`src/rtl/enemy_shooter.sv`:
```
// Enemy projectile engine: accepts fire requests, flies up to bullets_p bullets
// downward one step per frame, and pulses player_was_hit_o when one lands on the player.
module enemy_shooter #(
    parameter int bullets_p    = 3,
    parameter int speed_p      = 4,
    parameter int cooldown_p   = 30,
    parameter int bullet_w_p   = 2,
    parameter int bullet_h_p   = 8,
    parameter int player_top_p = 440,
    parameter int player_bot_p = 455,
    parameter int floor_p      = 479
) (
    input  logic                    clk_i,
    input  logic                    reset_i,
    input  logic                    frame_i,
    input  logic                    enable_i,
    input  logic [9:0]              p_left_i,
    input  logic [9:0]              p_right_i,
    input  logic                    fire_valid_i,
    input  logic [9:0]              fire_x_i,
    input  logic [9:0]              fire_y_i,
    output logic                    fire_ready_o,
    output logic [bullets_p-1:0]    bullet_active_o,
    output logic [10*bullets_p-1:0] bullet_x_o,
    output logic [10*bullets_p-1:0] bullet_y_o,
    output logic                    player_was_hit_o
);

    localparam int CW = (cooldown_p > 1) ? $clog2(cooldown_p + 1) : 1;

    typedef enum logic {IDLE = 1'b0, FLYING = 1'b1} slot_state_e;

    // Handshake: a shot is taken on a rising edge where fire_valid_i && fire_ready_o;
    // fire_ready_o depends only on registered state and enable_i, never on fire_valid_i.
    slot_state_e          state_q [bullets_p];
    slot_state_e          state_d [bullets_p];
    logic [9:0]           x_q [bullets_p];
    logic [9:0]           x_d [bullets_p];
    logic [9:0]           y_q [bullets_p];
    logic [9:0]           y_d [bullets_p];
    logic [10:0]          yn [bullets_p];
    logic [CW-1:0]        cool_q, cool_d;
    logic                 hit_q, hit_d;
    logic [bullets_p-1:0] hit_w, off_w, idle_w, alloc_vec;
    logic                 found, accept;

    for (genvar gi = 0; gi < bullets_p; gi++) begin : g_slot
        // 11-bit step so a bullet near the bottom cannot wrap back to the top
        assign yn[gi]     = {1'b0, y_q[gi]} + 11'(speed_p);
        assign hit_w[gi]  = (state_q[gi] == FLYING)
                          && (12'(yn[gi]) + 12'(bullet_h_p - 1) >= 12'(player_top_p))
                          && (yn[gi] <= 11'(player_bot_p))
                          && (x_q[gi] <= p_right_i)
                          && ({1'b0, x_q[gi]} + 11'(bullet_w_p - 1) >= {1'b0, p_left_i});
        assign off_w[gi]  = (state_q[gi] == FLYING) && (yn[gi] > 11'(floor_p));
        assign idle_w[gi] = (state_q[gi] == IDLE);
        assign bullet_active_o[gi]        = (state_q[gi] == FLYING);
        assign bullet_x_o[10*gi +: 10]    = x_q[gi];
        assign bullet_y_o[10*gi +: 10]    = y_q[gi];
    end

    assign fire_ready_o     = enable_i && (cool_q == '0) && (|idle_w);
    assign accept           = fire_valid_i && fire_ready_o;
    assign player_was_hit_o = hit_q;

    always_comb begin
        found     = 1'b0;
        alloc_vec = '0;
        for (int i = 0; i < bullets_p; i++) begin
            if (!found && idle_w[i]) begin
                alloc_vec[i] = 1'b1;
                found        = 1'b1;
            end
        end
    end

    always_comb begin
        state_d = state_q;
        x_d     = x_q;
        y_d     = y_q;
        cool_d  = cool_q;
        hit_d   = 1'b0;
        if (!enable_i) begin
            for (int i = 0; i < bullets_p; i++) state_d[i] = IDLE;
            cool_d = '0;
        end else begin
            if (accept) begin
                cool_d = CW'(cooldown_p);
            end else if (frame_i && (cool_q != '0)) begin
                cool_d = cool_q - CW'(1);
            end
            for (int i = 0; i < bullets_p; i++) begin
                if (frame_i && (state_q[i] == FLYING)) begin
                    if (hit_w[i] || off_w[i]) state_d[i] = IDLE;
                    else                      y_d[i]     = yn[i][9:0];
                end
                // allocated slot was IDLE before the edge, so it is never moved here
                if (accept && alloc_vec[i]) begin
                    state_d[i] = FLYING;
                    x_d[i]     = fire_x_i;
                    y_d[i]     = fire_y_i;
                end
            end
            hit_d = frame_i && (|hit_w);
        end
    end

    always_ff @(posedge clk_i or negedge reset_i) begin
        if (!reset_i) begin
            for (int i = 0; i < bullets_p; i++) begin
                state_q[i] <= IDLE;
                x_q[i]     <= '0;
                y_q[i]     <= '0;
            end
            cool_q <= '0;
            hit_q  <= 1'b0;
        end else begin
            state_q <= state_d;
            x_q     <= x_d;
            y_q     <= y_d;
            cool_q  <= cool_d;
            hit_q   <= hit_d;
        end
    end

endmodule

```
`config.mk`:
```
export PLATFORM = sky130hd
export DESIGN_NAME = enemy_shooter
export DESIGN_NICKNAME = d
export VERILOG_FILES = /design/src/rtl/enemy_shooter.sv
export SDC_FILE = /design/constraint.sdc
export NUM_CORES = 1
export LEC_CHECK = 0
export ABC_AREA = 1
export ABC_CLOCK_PERIOD_IN_PS = 2750
export BUFFER_PORTS_ARGS = -buffer_cell sky130_fd_sc_hd__clkbuf_2
export CAP_MARGIN = 5
export CORE_ASPECT_RATIO = 0.8
export CORE_MARGIN = 2
export CORE_UTILIZATION = 35
export CTS_BUF_LIST = sky130_fd_sc_hd__clkbuf_8
export DETAILED_ROUTE_END_ITERATION = 10
export GPL_ROUTABILITY_DRIVEN = 0
export HOLD_SLACK_MARGIN = 0.12
export SYNTH_ARGS = -nofsm -noshare
export SYNTH_HDL_FRONTEND = slang
export SYNTH_SLANG_ARGS = --single-unit
```
`constraint.sdc`:
```
create_clock -name clk_i -period 2.75 [get_ports clk_i]
set_clock_uncertainty 0.05 [all_clocks]
set_input_delay 0 -clock clk_i [delete_from_list [all_inputs] [get_ports clk_i]]
set_output_delay 0 -clock clk_i [all_outputs]
set_load 0.01 [all_outputs]
```
==> results of run 1 <==
## report_power, final
group	internal (mW)	switching [mW]	leakage [nW]
Clock	0.361	0.420	0.0922
Combinational	1.19	1.74	3.33
Sequential	1.30	0.449	0.883
## through the flow
step	utilization (%)	cell area [µm²]
floorplan	-	6570
global placement	41.1	7510
detailed placement	41.1	7510
CTS	43.3	7920
global route	45.1	8230
finish	45.1	8230
## cell families after synthesis
family                   count (synthesis)
flip-flops                              69
AO/OA/AOI/OAI                          124
adder cells (fa/ha/maj)                 76
AND/OR/NAND/NOR                        529
buffers and inverters                  145
XOR/XNOR                                30
## flip-flops by register name, summed over array words and instances (netlist names)
name              cells
bullet_x_o           30
cool_q                5
bullet_y_o           30
bullet_active_o       3
player_was_hit_o      1
## metal layers
| metal | up-vias | routed length (µm) |
|---|---|---|
| met3 | 26 | 1200 |
| met4 | 0 | 291 |
| met5 | - | 0 |
| met2 | 213 | 9110 |
| met1 | 3155 | 10700 |
| li1 | 3511 | - |
## area by class of cell
| type | count | area (µm²) | area share (%) |
|---|---|---|---|
| multi-input combinational | 761 | 4470 | 54.3 |
| clock inverter | 3 | 13.8 | 0.167 |
| clock buffer | 11 | 151 | 1.84 |
| inverter | 129 | 484 | 5.88 |
| sequential | 69 | 1730 | 21.1 |
| timing repair buffer | 169 | 1060 | 12.9 |
| tap | 253 | 317 | 3.84 |
## Yosys cell counts
cell type | number | area [µm²]
o2111ai_1 | 1 | 8.76
o21bai_1 | 1 | 7.51
xor2_1 | 25 | 219
o21ai_1 | 10 | 50.1
dfrtp_1 | 69 | 1730
nand2_1 | 290 | 1090
xnor2_2 | 1 | 16.3
nor2_1 | 66 | 248
nor2_4 | 7 | 78.8
a21o_1 | 1 | 7.51
nand2_2 | 16 | 100
nor3_2 | 1 | 10.0
nand4_1 | 20 | 125
o211ai_1 | 8 | 60.1
clkbuf_1 | 11 | 41.3
a21oi_1 | 27 | 135
inv_2 | 13 | 48.8
xnor2_1 | 4 | 35.0
ha_1 | 76 | 951
nand2_4 | 3 | 33.8
inv_1 | 116 | 435
nand3b_1 | 2 | 15.0
buf_4 | 2 | 15.0
o21ai_0 | 69 | 345
nor4_1 | 3 | 18.8
a31oi_1 | 3 | 18.8
nand3_2 | 4 | 40.0
buf_2 | 3 | 15.0
nor3_1 | 7 | 35.0
nand3_4 | 3 | 52.6
nand3_1 | 92 | 460
o21a_1 | 4 | 30.0
nor2_2 | 13 | 81.3
nor3b_1 | 2 | 15.0
## what timing repair did
action | in CTS | in global routing
endpoints found under the setup margin | 0 | 27
setup buffers | 0 | 16
hold buffers | 24 | 0
endpoints found under the hold margin | 138 | 0
resized for setup | 0 | 45
## path summary, 6_finish.rpt
kind                            slack (ns)            from  cells after the start        endpoint
worst min register to register        0.43       cool_q[4]                      2       cool_q[4]
worst max register to register        0.05  bullet_x_o[16]                     18  bullet_y_o[13]
worst min-delay path                  0.26         reset_i                      2  bullet_y_o[19]
min in group clk_i                    0.34     fire_x_i[5]                      4  bullet_x_o[25]
worst max-delay path                  0.05  bullet_x_o[16]                     18  bullet_y_o[13]
max in group asynchronous             1.73         reset_i                      2   bullet_x_o[3]
==> metrics, run 1 <==
status finished clean; max cap viols 0; Total Routing Usage GR around a fifth; Yosys reg bits 69; synthesized-area fraction occupied by and/or/nand/nor cells 36.6%; most frequent cells in the layout nand2_1 (278), inv_1 (117), clkbuf_2 (108); initial drt markers between 500 and 600; antenna violations before repair 0; vias in the first global route between 6k and 7k; Die W between 150 and 200 µm; WL final ~21000 µm; pre-CTS WS between 0.05 and 0.06 ns; CTS root buffer clkbuf_8; GR peak layer met1; Num CTS Buffers 9; synth unique cells 34; Slew Limit Fails 0; Worst setup SP type register; compound-gate portion of the synthesized area just over 10%; post-synthesis adder-cell area fraction about 14%; fin cells roughly 1.4k; Final Cycle Share a little over nine tenths; grt met3 use ~4%; CP max stage cell dfrtp_1; met1 Use GR roughly 32%; commonest non-fill, non-tap cell in the layout nand2_1; clk sinks 69; DRC viols 0; Buf/Inv on CP 2; Die H approximately 130 µm; Post-DP HPWL 16300 µm; crit path time final between 2 and 3 ns; sequential fraction of the synthesis area 26.3%; Worst Hold Class in -> async; Worst-path clk slew approximately 0.080 ns; nets@finish roughly 1.3k; Area growth, synth to finish 25.4%; Final WS setup 0.0538 ns; ANT cells 0; via/cell ratio just under 5; Overflow after GRT 0; die area about 20000 µm²; Clock Latency Late Sink roughly 0.37 ns; Worst path most repeated cell nand2_1; fill count just under 2k; Crit path arrival time around 3.0 ns; Yosys warnings 0; PwrDens approximately 660 nW/µm²; Mean Syn Cell Area about 6.8 µm²; syn nets about 1.1k; Synth Instances approximately 970; # setup viols final 0; met2 Usage GRT between 30% and 40%; crit-path max FO 6; unrepaired setup endpoints after global routing true; delay of the slowest critical-path stage slightly above 0.5 ns; layout cells sized above 1 between 20% and 30%; Least-Margin Pin Slew ~0.94 ns; main combinational cell family by area after synthesis simple AND/OR/NAND/NOR gates; final antenna-violating net count 0; Starting Density 35.9%; total number of vias approximately 6.9k; CTS tree yes; critical path's top delay family simple AND/OR/NAND/NOR gates; Synth Area in XOR/XNOR roughly 4.1%; Highest Clock Rate between 300 and 400 MHz; Worst IR Drop VDD 0.000245 V; Worst EP required between 3 and 4 ns; Row Count 44; Final Hold Vio Count 0; drt first pass iters 5; Core Region approximately 18000 µm²; Hold Slack 0.260 ns; worst setup path class reg -> reg; Avg WL per Cell 15.3 µm; Worst setup EP type register; setup TNS 0 ns; placed insts around 1.3k; I/O Buffers around 110; mapped cell area ~6600 µm²; largest net degree at the start of global routing 70; post-synthesis mux area share 0%; Final Total Pwr around 5.5 mW; CP Cell Sequence nand2_1 -> nor2_1 -> nand2_2 -> xor2_1 -> ha_1 -> nand2_1 -> inv_1 -> nand3_2 -> nor2_1 -> nand2_1 -> nand3_1 -> nand3_1 -> nor2_2 -> nand2_4 -> buf_4 -> nand3_2 -> nand3_1 -> nand2_1; Max clock buf depth 2; first-pass GRT wire length about 33000 µm; IO Count between 100 and 150; leakage 4.30 nW; Slew HR 37.6%; # H-tree levels 3
Note: power is estimated with default switching activity, not from simulation.
==> run 2, diff against run 1 <==
Settings changed: RECOVER_POWER set to 50.
==> run 2 against run 1 <==
Compared with the run above: cell count unchanged; clock power hardly changed; register-to-register slack better by 0.02 ns; final area is 0.30% lower; combinational power about the same; flip-flop and latch count stayed put; worst setup slack improved by 0.022 ns; via count down 0.59%; non-clock buffer count is the same; critical path type unchanged; largest power group unchanged.
==> metrics, run 2 (synthesis results as in run 1) <==
Core Region 18300 µm² (unchanged); ANT cells 0 (unchanged); Die W 157 µm (unchanged); max cap viols 0 (unchanged); crit path time final 2.67 ns (-0.0216 ns); final antenna-violating net count 0 (unchanged); Clock Latency Late Sink 0.37 ns (about the same); Slew Limit Fails 0 (unchanged); PwrDens 662 nW/µm² (about the same); Final Total Pwr 5.43 mW (-0.34%); layout cells sized above 1 20.9% (-1.8 points); initial drt markers 502 (-7.0%); fill count 1942 (+0.62%); placed cell area 7510 µm² (unchanged); via/cell ratio 4.92 (-0.59%); Highest Clock Rate 374 MHz (+0.81%); Worst setup EP type register; first-pass GRT wire length 32500 µm (unchanged); antenna violations before repair 0 (unchanged); Post-DP HPWL 16300 µm (unchanged); Least-Margin Pin Slew 0.937 ns (+0.00164 ns); Overflow after GRT 0 (unchanged); Final WS setup 0.0754 ns (+0.0216 ns); DRC viols 0 (unchanged); design area 8210 µm² (-0.30%); status finished clean; Worst EP required 3.01 ns (about the same); Worst IR Drop VDD 0.000245 V (+0.12%); most frequent cells in the layout nand2_1 (278), inv_1 (117), clkbuf_2 (91); vias in the first global route 6113 (unchanged); # setup viols final 0 (unchanged); utilization after layout 44.9% (-0.14 points); nets@finish 1260 (unchanged); unrepaired setup endpoints after global routing true; worst setup path class reg -> reg; commonest non-fill, non-tap cell in the layout nand2_1; Worst setup SP type register; CTS tree yes; crit-path max FO 4 (-2); fin cells 1395 (unchanged); placed insts 1339 (unchanged); die area 19900 µm² (unchanged); Slew HR 37.5% (-0.11 points); Num CTS Buffers 9 (unchanged); # H-tree levels 3 (unchanged); leakage 4.25 nW (-1.2%); total number of vias 6864 (-0.59%); CTS root buffer clkbuf_8; pre-CTS WS 0.0574 ns (unchanged); I/O Buffers 109 (unchanged); largest net degree at the start of global routing 70 (unchanged); Crit path arrival time 2.93 ns (-0.02 ns); WL final 21300 µm (-0.13%); Starting Density 35.9% (unchanged); Row Count 44 (unchanged); clk sinks 69 (unchanged); Avg WL per Cell 15.3 µm (-0.13%); Final Cycle Share 97.3% (-0.78 points); Worst-path clk slew 0.07 ns (about the same); Max clock buf depth 2 (unchanged); drt first pass iters 5 (unchanged); Worst Hold Class in -> async; setup TNS 0 ns (unchanged); Hold Slack 0.261 ns (+0.00106 ns); Total Routing Usage GR 21.2% (unchanged); IO Count 110 (unchanged); Final Hold Vio Count 0 (unchanged); Area growth, synth to finish 25.0%; Die H 127 µm (unchanged)
run 2: cell count changes in the layout (fill, tap and decap cells not counted):
cell      delta
clkbuf_2    -17
clkbuf_1    +17
dfrtp_1      +3
dfrtp_2      -3
run 2: worst max-delay path: stages (launching register included):
cell and delay (ns):
dfrtp_1 0.38, ha_2 0.20, nand2_2 0.06, nor2_4 0.11, buf_6 0.11, nand2_2 0.05
xor2_1 0.17, ha_1 0.32, nand2_1 0.06, inv_1 0.06, nand3_2 0.08, nor2_1 0.11
nand2_1 0.05, nand3_1 0.08, nand3_1 0.09, nor2_2 0.16, nand2_4 0.08, buf_4 0.14
nand3_2 0.09, nand3_1 0.08, nand2_1 0.08
run 2: layout make-up:
type / instances / area, µm² / area share [%]
inverters: 129 / 484 / 5.90
multi-input cells: 761 / 4470 / 54.5
clock buffers: 11 / 151 / 1.84
clock inverters: 3 / 13.8 / 0.168
flip-flops and latches: 69 / 1730 / 21.1
well taps: 253 / 317 / 3.86
repair buffers: 169 / 1040 / 12.7
run 2: timing repair:
action,CTS,global route
buffers inserted,0,16
hold buffers,24,0
resized for setup,0,45
setup endpoints to repair,0,27
hold endpoints to repair,138,0
run 2: path summary, 6_finish.rpt:
path                                start              to  slack, ns  cells past startpoint
hold / removal                    reset_i  bullet_y_o[14]       0.26                      2
min in group clk_i            fire_x_i[5]  bullet_x_o[25]       0.34                      4
setup reg to reg           bullet_x_o[11]  bullet_y_o[16]       0.08                     20
setup / recovery           bullet_x_o[11]  bullet_y_o[16]       0.08                     20
max in group asynchronous         reset_i  bullet_x_o[14]       1.73                      2
hold reg to reg                 cool_q[4]       cool_q[4]       0.43                      2
run 2: power by group:
| part | switching (mW) | leakage (nW) | internal (mW) |
|---|---|---|---|
| clock | 0.419 | 0.0922 | 0.361 |
| combinational | 1.74 | 3.28 | 1.17 |
| sequential | 0.447 | 0.887 | 1.29 |
run 2: routing by layer:
| layer | vias up | wire length (µm) | track usage (%) | part of all wire (%) |
|---|---|---|---|---|
| met5 | - | 0 | 0 | 0 |
| met1 | 3128 | 10800 | 32.1 | 51 |
| met3 | 24 | 1130 | 3.96 | 5.3 |
| met4 | 0 | 289 | 5.24 | 1.4 |
| li1 | 3510 | - | - | - |
| met2 | 202 | 9110 | 30.7 | 43 |
